## src/rtl/pc_sequencer.sv

```systemverilog
// Next-PC controller for the fetch stage: picks sequential/redirect/reset PC,
// drives PC hold and IF/ID flush, and tracks halt and control faults.
module pc_sequencer #(
   parameter logic [31:0] RESET_ADDR = 32'd0,
   parameter logic [31:0] HALT_ADDR  = 32'd248,
   parameter int          STALL_MAX  = 15
) (
   input  logic        clk_i,
   input  logic        start_i,
   input  logic [31:0] pc_i,
   input  logic        load_use_i,
   input  logic        branch_taken_i,
   input  logic [31:0] branch_target_i,
   input  logic        jump_i,
   input  logic [31:0] jump_target_i,
   input  logic        fault_clr_i,
   output logic [31:0] pc_next_o,
   output logic        pc_hold_o,
   output logic        ifid_flush_o,
   output logic        halted_o,
   output logic        fault_o,
   output logic [1:0]  fault_code_o,
   output logic [7:0]  fault_count_o
);

   typedef enum logic [2:0] {BOOT, RUN, STALL, HALT, FAULT} state_t;

   localparam logic [7:0] STALL_LIMIT = 8'(STALL_MAX);
   localparam logic [1:0] CODE_NONE   = 2'b00;
   localparam logic [1:0] CODE_ALIGN  = 2'b01;
   localparam logic [1:0] CODE_WDOG   = 2'b10;

   state_t      state_reg, state_next;
   logic [7:0]  stall_cnt_reg, stall_cnt_next;
   logic [1:0]  fault_code_reg, fault_code_next;
   logic [7:0]  fault_count_reg;
   logic        halted_reg;
   logic        fault_reg;

   logic        misaligned;
   logic        redirect;
   logic [31:0] redirect_target;
   logic        at_halt;

   // A taken branch is older than the ID-stage jump, so it owns the redirect.
   assign misaligned = (branch_taken_i && (branch_target_i[1:0] != 2'b00)) ||
                       (jump_i && !branch_taken_i && (jump_target_i[1:0] != 2'b00));
   assign redirect        = branch_taken_i || jump_i;
   assign redirect_target = branch_taken_i ? branch_target_i : jump_target_i;
   assign at_halt         = (pc_i == HALT_ADDR);

   always_ff @(posedge clk_i or negedge start_i) begin
      if (!start_i) begin
         state_reg       <= BOOT;
         stall_cnt_reg   <= 8'd0;
         fault_code_reg  <= CODE_NONE;
         fault_count_reg <= 8'd0;
         halted_reg      <= 1'b0;
         fault_reg       <= 1'b0;
      end else begin
         state_reg      <= state_next;
         stall_cnt_reg  <= stall_cnt_next;
         fault_code_reg <= fault_code_next;
         halted_reg     <= halted_reg || (state_next == HALT);
         fault_reg      <= (state_next == FAULT);
         if ((state_next == FAULT) && (state_reg != FAULT) && (fault_count_reg != 8'hFF))
            fault_count_reg <= fault_count_reg + 8'd1;
      end
   end

   always_comb begin
      state_next      = state_reg;
      stall_cnt_next  = stall_cnt_reg;
      fault_code_next = fault_code_reg;
      case (state_reg)
         BOOT: begin
            state_next      = RUN;
            stall_cnt_next  = 8'd0;
            fault_code_next = CODE_NONE;
         end
         RUN, STALL: begin
            if (misaligned) begin
               state_next      = FAULT;
               fault_code_next = CODE_ALIGN;
            end else if (redirect) begin
               state_next     = RUN;
               stall_cnt_next = 8'd0;
            end else if (at_halt) begin
               state_next = HALT;
            end else if (load_use_i) begin
               if (stall_cnt_reg < STALL_LIMIT) begin
                  state_next     = STALL;
                  stall_cnt_next = stall_cnt_reg + 8'd1;
               end else begin
                  state_next      = FAULT;
                  fault_code_next = CODE_WDOG;
               end
            end else begin
               state_next     = RUN;
               stall_cnt_next = 8'd0;
            end
         end
         HALT: state_next = HALT;
         FAULT: begin
            if (fault_clr_i) begin
               state_next      = RUN;
               stall_cnt_next  = 8'd0;
               fault_code_next = CODE_NONE;
            end
         end
         default: state_next = BOOT;
      endcase
   end

   // Default is "hold the current PC, no squash"; each case overrides only what differs.
   always_comb begin
      pc_next_o    = pc_i;
      pc_hold_o    = 1'b1;
      ifid_flush_o = 1'b0;
      case (state_reg)
         BOOT: pc_next_o = RESET_ADDR;
         RUN, STALL: begin
            if (misaligned) begin
               ifid_flush_o = 1'b1;
            end else if (redirect) begin
               pc_next_o    = redirect_target;
               pc_hold_o    = 1'b0;
               ifid_flush_o = 1'b1;
            end else if (!at_halt && !load_use_i) begin
               pc_next_o = pc_i + 32'd4;
               pc_hold_o = 1'b0;
            end
         end
         HALT: pc_next_o = HALT_ADDR;
         FAULT: begin
            if (fault_clr_i) begin
               pc_next_o    = RESET_ADDR;
               pc_hold_o    = 1'b0;
               ifid_flush_o = 1'b1;
            end
         end
         default: pc_next_o = RESET_ADDR;
      endcase
   end

   assign halted_o      = halted_reg;
   assign fault_o       = fault_reg;
   assign fault_code_o  = fault_code_reg;
   assign fault_count_o = fault_count_reg;

endmodule

```

## config.mk

```make
export PLATFORM = sky130hd
export DESIGN_NAME = pc_sequencer
export DESIGN_NICKNAME = d
export VERILOG_FILES = /design/src/rtl/pc_sequencer.sv
export SDC_FILE = /design/constraint.sdc
export NUM_CORES = 1
export LEC_CHECK = 0
export ABC_AREA = 1
export ABC_CLOCK_PERIOD_IN_PS = 1800
export BUFFER_PORTS_ARGS = -buffer_cell sky130_fd_sc_hd__buf_4
export CAP_MARGIN = 20
export CORE_AREA = 2 2 88 90
export DETAILED_ROUTE_END_ITERATION = 8
export DIE_AREA = 0 0 90 92
export MAX_ROUTING_LAYER = met4
export PLACE_DENSITY = 0.81
export SETUP_SLACK_MARGIN = 0.02
export SYNTH_ARGS = -nofsm -noshare
export SYNTH_HDL_FRONTEND = slang
export SYNTH_SLANG_ARGS = --single-unit
```

## constraint.sdc

```tcl
create_clock -name clk_i -period 1.8 [get_ports clk_i]
set_input_delay 0.09 -clock clk_i [delete_from_list [all_inputs] [get_ports clk_i]]
set_output_delay 0.09 -clock clk_i [all_outputs]
set_load 0.005 [all_outputs]
```

Yosys cells after proc, flatten, opt, wreduce, memory -nomap -nowiden

Cells that the tools add are included.
Widths: inputs -> output; s select.

Word-level logic and storage cells: 82
Bits in latches: 0
Memory bits (writable): 0
Memories: 0
Bits in read-only memories: 0
Input bits: 102
Flip-flop bits (word level): 23

Shift-type cells: 0
Multiplexer cells: 36
Bitwise operators: 0
Multipliers: 0
Div/mod/pow operators: 0
$lt $le $gt $ge: 1
Reduce and logical (&&, ||, !) cells: 19
Equal/unequal tests: 17
Add/subtract/negate cells: 3

Operators by type and width:

| kind                  | number |
|---|---|
| $mux 32               | 5 |
| $pmux 32 s3           | 1 |
| $mux 8                | 6 |
| $add 32x3->32 const B | 1 |
| $eq 32x8->1 const B   | 1 |
| $pmux 8 s3            | 1 |
| $mux 3                | 6 |
| $ne 3x3->1 const B    | 6 |
| $add 8x1->8 const B   | 2 |
| $mux 2                | 6 |
| $pmux 3 s4            | 1 |
| $eq 3x2->1 const B    | 3 |
| $lt 8x4->1 const B    | 1 |
| $ne 8x8->1 const B    | 1 |
| $mux 1                | 7 |
| $eq 3x3->1 const B    | 2 |
| $logic_and 1x1->1     | 6 |
| $pmux 2 s3            | 1 |
| $reduce_and 6->1      | 1 |
| $reduce_and 5->1      | 1 |
| $ne 2x2->1 const B    | 2 |
| $ne 4x4->1 const B    | 1 |
| $pmux 1 s2            | 2 |
| $reduce_bool 2->1     | 2 |
| 6 further kinds       | 10 |

Longest topological paths before layout

Depth in word-level cells: 10
Gate-level depth with buffers: 14

Worst setup path before layout

Ideal clock, no wire load.

Path type: flip-flop to flip-flop
Start: register stall_cnt_reg[0]
End: register stall_cnt_reg[3]
Data required time: 1.724 ns
Library setup time: 0.076 ns
Stages on the path, launching flop included: 13
Slack: 0.278 ns
Arrival time: 1.445 ns
Cells stage by stage: dfrtp_1 -> ha_1 -> nand2_1 -> o21ai_0 -> nor2_1 -> inv_1 -> nand2_1 -> nand2_1 -> nor2_2 -> nand2_2 -> inv_2 -> nand2_1 -> o21ai_1

Cells in the longest elaborated chain, start to end: 7
Elaborated cells between the ends (all ways): 10
Those cells by class: 1 x add/sub; 1 x order compare; 1 x eq/ne; 6 x mux; 1 x reduce/logical

Ends and longest elaborated chain:

| element                | line | source |
|---|---|---|
| from (decl)            | 34   | `logic [7:0] stall_cnt_reg, stall_cnt_next;` |
| from (signal assigned) | 62   | `stall_cnt_reg <= stall_cnt_next;` |
| $add 8x1->8            | 93   | `stall_cnt_next = stall_cnt_reg + 8'd1;` |
| $mux 8                 | 91   | `if (stall_cnt_reg < STALL_LIMIT) begin` |
| $mux 8                 | 90   | `end else if (load_use_i) begin` |
| $mux 8                 | 88   | `end else if (at_halt) begin` |
| $mux 8                 | 85   | `end else if (redirect) begin` |
| $mux 8                 | 82   | `if (misaligned) begin` |
| $pmux 8 s3             | 75   | `case (state_reg)` |

Several ways; a longest one is shown, not always the timed one. The select of a mux whose other input is x is not followed.
A chain may end at the register's enable or synchronous reset.

Worst setup path after layout

Start: register state_reg[0]
End: output pc_next_o[6]

Cells in the longest elaborated chain, start to end: 3
Elaborated cells between the ends (all ways): 6
Those cells by class: 4 x eq/ne; 1 x mux; 1 x reduce/logical

Ends and longest elaborated chain:

| element                                         | line | source |
|---|---|---|
| from (decl)                                     | 33   | `state_t state_reg, state_next;` |
| from (signal assigned)                          | 61   | `state_reg <= state_next;` |
| $eq 3x1->1 / $eq 3x2->1 (equally long branches) | 120  | `case (state_reg)` |
| $reduce_or 2->1                                 | 120  |  |
| $pmux 32 s3 (*)                                 | 120  |  |
| to (decl)                                       | 17   | `output logic [31:0] pc_next_o,` |

Every way passes the cells marked *; elsewhere a longest branch is shown, timed or not.

==> results.md <==
* DR vias/cell at 5.509
* Die ar. at 8280 µm²
* FF-to-FF Start: stall_cnt_reg[0]
* Grt ovf at 0
* Status: finished with violations
* Clk pwr share at 0.069
* Die H at 92 µm
* Clock Sinks at 23
* Worst-path clk slew at 80 ps
* CTS HTree Levels at 1
* I/O pins at 148
* NetSw at 2.181 mW
* Fin nets at 979
* Via count at 5366
* Endpoint class of the critical path: primary output
* Async SR Flop Fraction at 1.000
* Port bufs at 147
* Crit-path most repeated cell: inv_4
* Critical setup path kind: flop to primary output
* Hold_sp: fault_clr_i
* Hold depth at 3
* Max Freq at 513.9 MHz
* Dpl cells at 946
* Worst-Margin Slew at 438.9 ps
* Post-Syn Instances at 669
* Hold crit path type: input port to flop
* First-pass GRT wire length at 24.04 mm
* DRT Pass-1 Iters at 5
* Core Footprint at 7447 µm²
* Final Hold Viols at 0
* Setup WS post-layout at -145.8 ps
* Yosys cell types at 34
* Slowest stage cell on the critical path: dfrtp_1
* Crit-path cells: nor2_4, inv_2, nand3_4, inv_4, a21oi_4, inv_4, buf_12, a21oi_2, nand2_2, buf_6
* Layout cells sized above 1 at 0.3280
* Critical path buffer and inverter count at 5
* Clk_lat worst skew at 270 ps
* Comb power frac at 0.777
* Endpoints failing setup at 39
* CP startpoint kind: flop
* Vias in the first global route at 5016
* Yosys top cell by area: nand2_1
* Final Non-Filler Cells at 974
* Sw frac at 0.4652
* Area of the mapped netlist at 3536 µm²
* PwrDens at 851.6 nW/µm²
* Area contributors post-synth: nand2_1 30%, dfrtp_1 16%, nor2_1 11%, inv_1 5.0%, nand3_1 5.0%
* YS warnings at 0
* CP max FO at 7
* EDFF count, synth at 0
* Crit path DAT at 1860 ps
* Pins Over Slew Limit at 0
* Remaining DRCs at 0
* RSZ-0062 raised after global routing: true
* Leakage at 2.848 nW
* Most numerous cell in the Yosys netlist: nand2_1
* Max clock buf depth at 2
* Post-synth top flop: dfrtp_1
* Final HPWL DP at 11.21 mm
* Internal power at 2.507 mW
* FF-to-FF path depth at 10
* Layout area overhead at 55.66%
* Global router's overall resource usage at 0.3614
* Slew headroom at 0.7067
* Area share of the largest cell type after synthesis at 0.2983
* Site row count at 32
* Max Clock Skew at 2.071 ps
* Detailed Route Iter0 Violations at 476
* Initial antenna violation count at 0
* Initial Util at 0.4748
* Commonest cells in the netlist: 281 x nand2_1, 108 x nor2_1, 47 x inv_1, 35 x nand3_1, 30 x o21ai_1
* Worst r2r dst: fault_count_o[5]
* Final ANT Viol Nets at 0
* Ant. Diodes at 0
* Crit share post-route at 1.081
* Final WL at 15.89 mm
* Hold endpoint: state_reg[0]
* Flop pwr share at 0.154
* Data required, critical path at 1710 ps
* DR WL/cell at 16.32 µm
* Syn Area/Cell at 5.285 µm²
* Die width at 90 µm
* WHS at 217.3 ps
* Reg-to-reg setup timing slack at -30 ps
* Peak VDD IR at 1.236 mV
* FF+latch count, synth at 23
* CTS root buffer: clkbuf_8
* Largest net degree at the start of global routing at 31
* CTS buffer count at 3
* Syn Nets at 775
* Seq/Total Area, Yosys at 0.1628
* Failing checks: setup timing
* CP delay by family, top: buffers and inverters
* Crit path time final at 1946 ps
* Gpl congestion at 0.9617
* TritonCTS clock tree: done
* Max-cap violations at 0
* Crit-path max cell delay at 430 ps
-- logic make-up after synthesis --
kind of cell             Yosys count  synth area share
buffers and inverters             82            0.1047
AND/OR/NAND/NOR                  463            0.5432
adder cells (fa/ha/maj)            4           0.01415
AO/OA/AOI/OAI                     83            0.1405
flip-flops                        23            0.1628
XOR/XNOR                          14           0.03468
-- per-layer routing --
layer,track usage,share of wire
met4,0.1282,0.043
met3,0.03533,0.092
met5,-,0
met1,0.4350,0.38
met2,0.6335,0.49
-- worst max path at each step --
stage                           from                to  cells after the start
global placement             pc_i[2]     pc_next_o[12]                     13
floorplan           stall_cnt_reg[0]  stall_cnt_reg[3]                     12
global route            state_reg[0]      pc_next_o[6]                     10
CTS                     state_reg[0]     pc_next_o[20]                     10
finish                  state_reg[0]      pc_next_o[6]                     10
detailed placement           pc_i[2]      pc_next_o[9]                     14
-- what timing repair did --
action / in CTS / in global routing
endpoints found under the hold margin: 23 / 0
endpoints found under the setup margin: 41 / 49
gates resized for setup: 19 / 36
buffers inserted: 8 / 11
hold buffers: 1 / 0
gates cloned: 5 / 0
pin swaps: 7 / 5
-- tightest hold or removal path, delay by kind of cell --
family / cells / cell delay, ps
and+or+nand+nor: 1 / 130
buffers and inverters: 1 / 110
AOI/OAI and AO/OA: 1 / 110
-- cell usage in the layout (no fill, tap or decap), types with 12 or more instances in the layout --
| master | n |
|---|---|
| o21ai_1 | 29 |
| nand3_1 | 34 |
| nand2_1 | 274 |
| inv_1 | 46 |
| dfrtp_1 | 22 |
| o22ai_1 | 26 |
| nand4_1 | 17 |
| nor2_4 | 12 |
| buf_4 | 208 |
| nor2_1 | 97 |
-- through the flow --
step | power, mW | setup TNS (ps) | cell area, µm² | util | setup slack (ps)
finish | 4.687 | -3058 | 5504 | 0.7391 | -145.8
global route | 4.937 | -5837 | 5504 | 0.7391 | -205.1
global placement | 3.517 | -7809 | 5037 | 0.6764 | -301.8
floorplan | 2.112 | 0 | 3536 | - | 278.4
CTS | 4.340 | -1700 | 5308 | 0.7127 | -89.32
detailed placement | 3.595 | -9229 | 5037 | 0.6764 | -352.4
-- power by group through the flow --
stage | sequential [mW] | clock [mW] | combinational (mW)
6_report | 0.722 | 0.324 | 3.64
5_1_grt | 0.731 | 0.341 | 3.86
4_1_cts | 0.718 | 0.321 | 3.30
3_5_place_dp | 0.721 | 0 | 2.87
3_3_place_gp | 0.710 | 0 | 2.81
2_1_floorplan | 0.721 | 0 | 1.39
-- layout make-up --
| cell class | instances | area, µm² |
|---|---|---|
| clock inverter | 1 | 5.005 |
| timing repair buffer | 222 | 1787 |
| tap | 102 | 127.6 |
| multi-input combinational | 567 | 2744 |
| fill | 643 | 1943 |
| clock buffer | 3 | 41.29 |
| sequential | 23 | 576.8 |
| inverter | 56 | 222.7 |
Power figures use the tool's default switching activity.
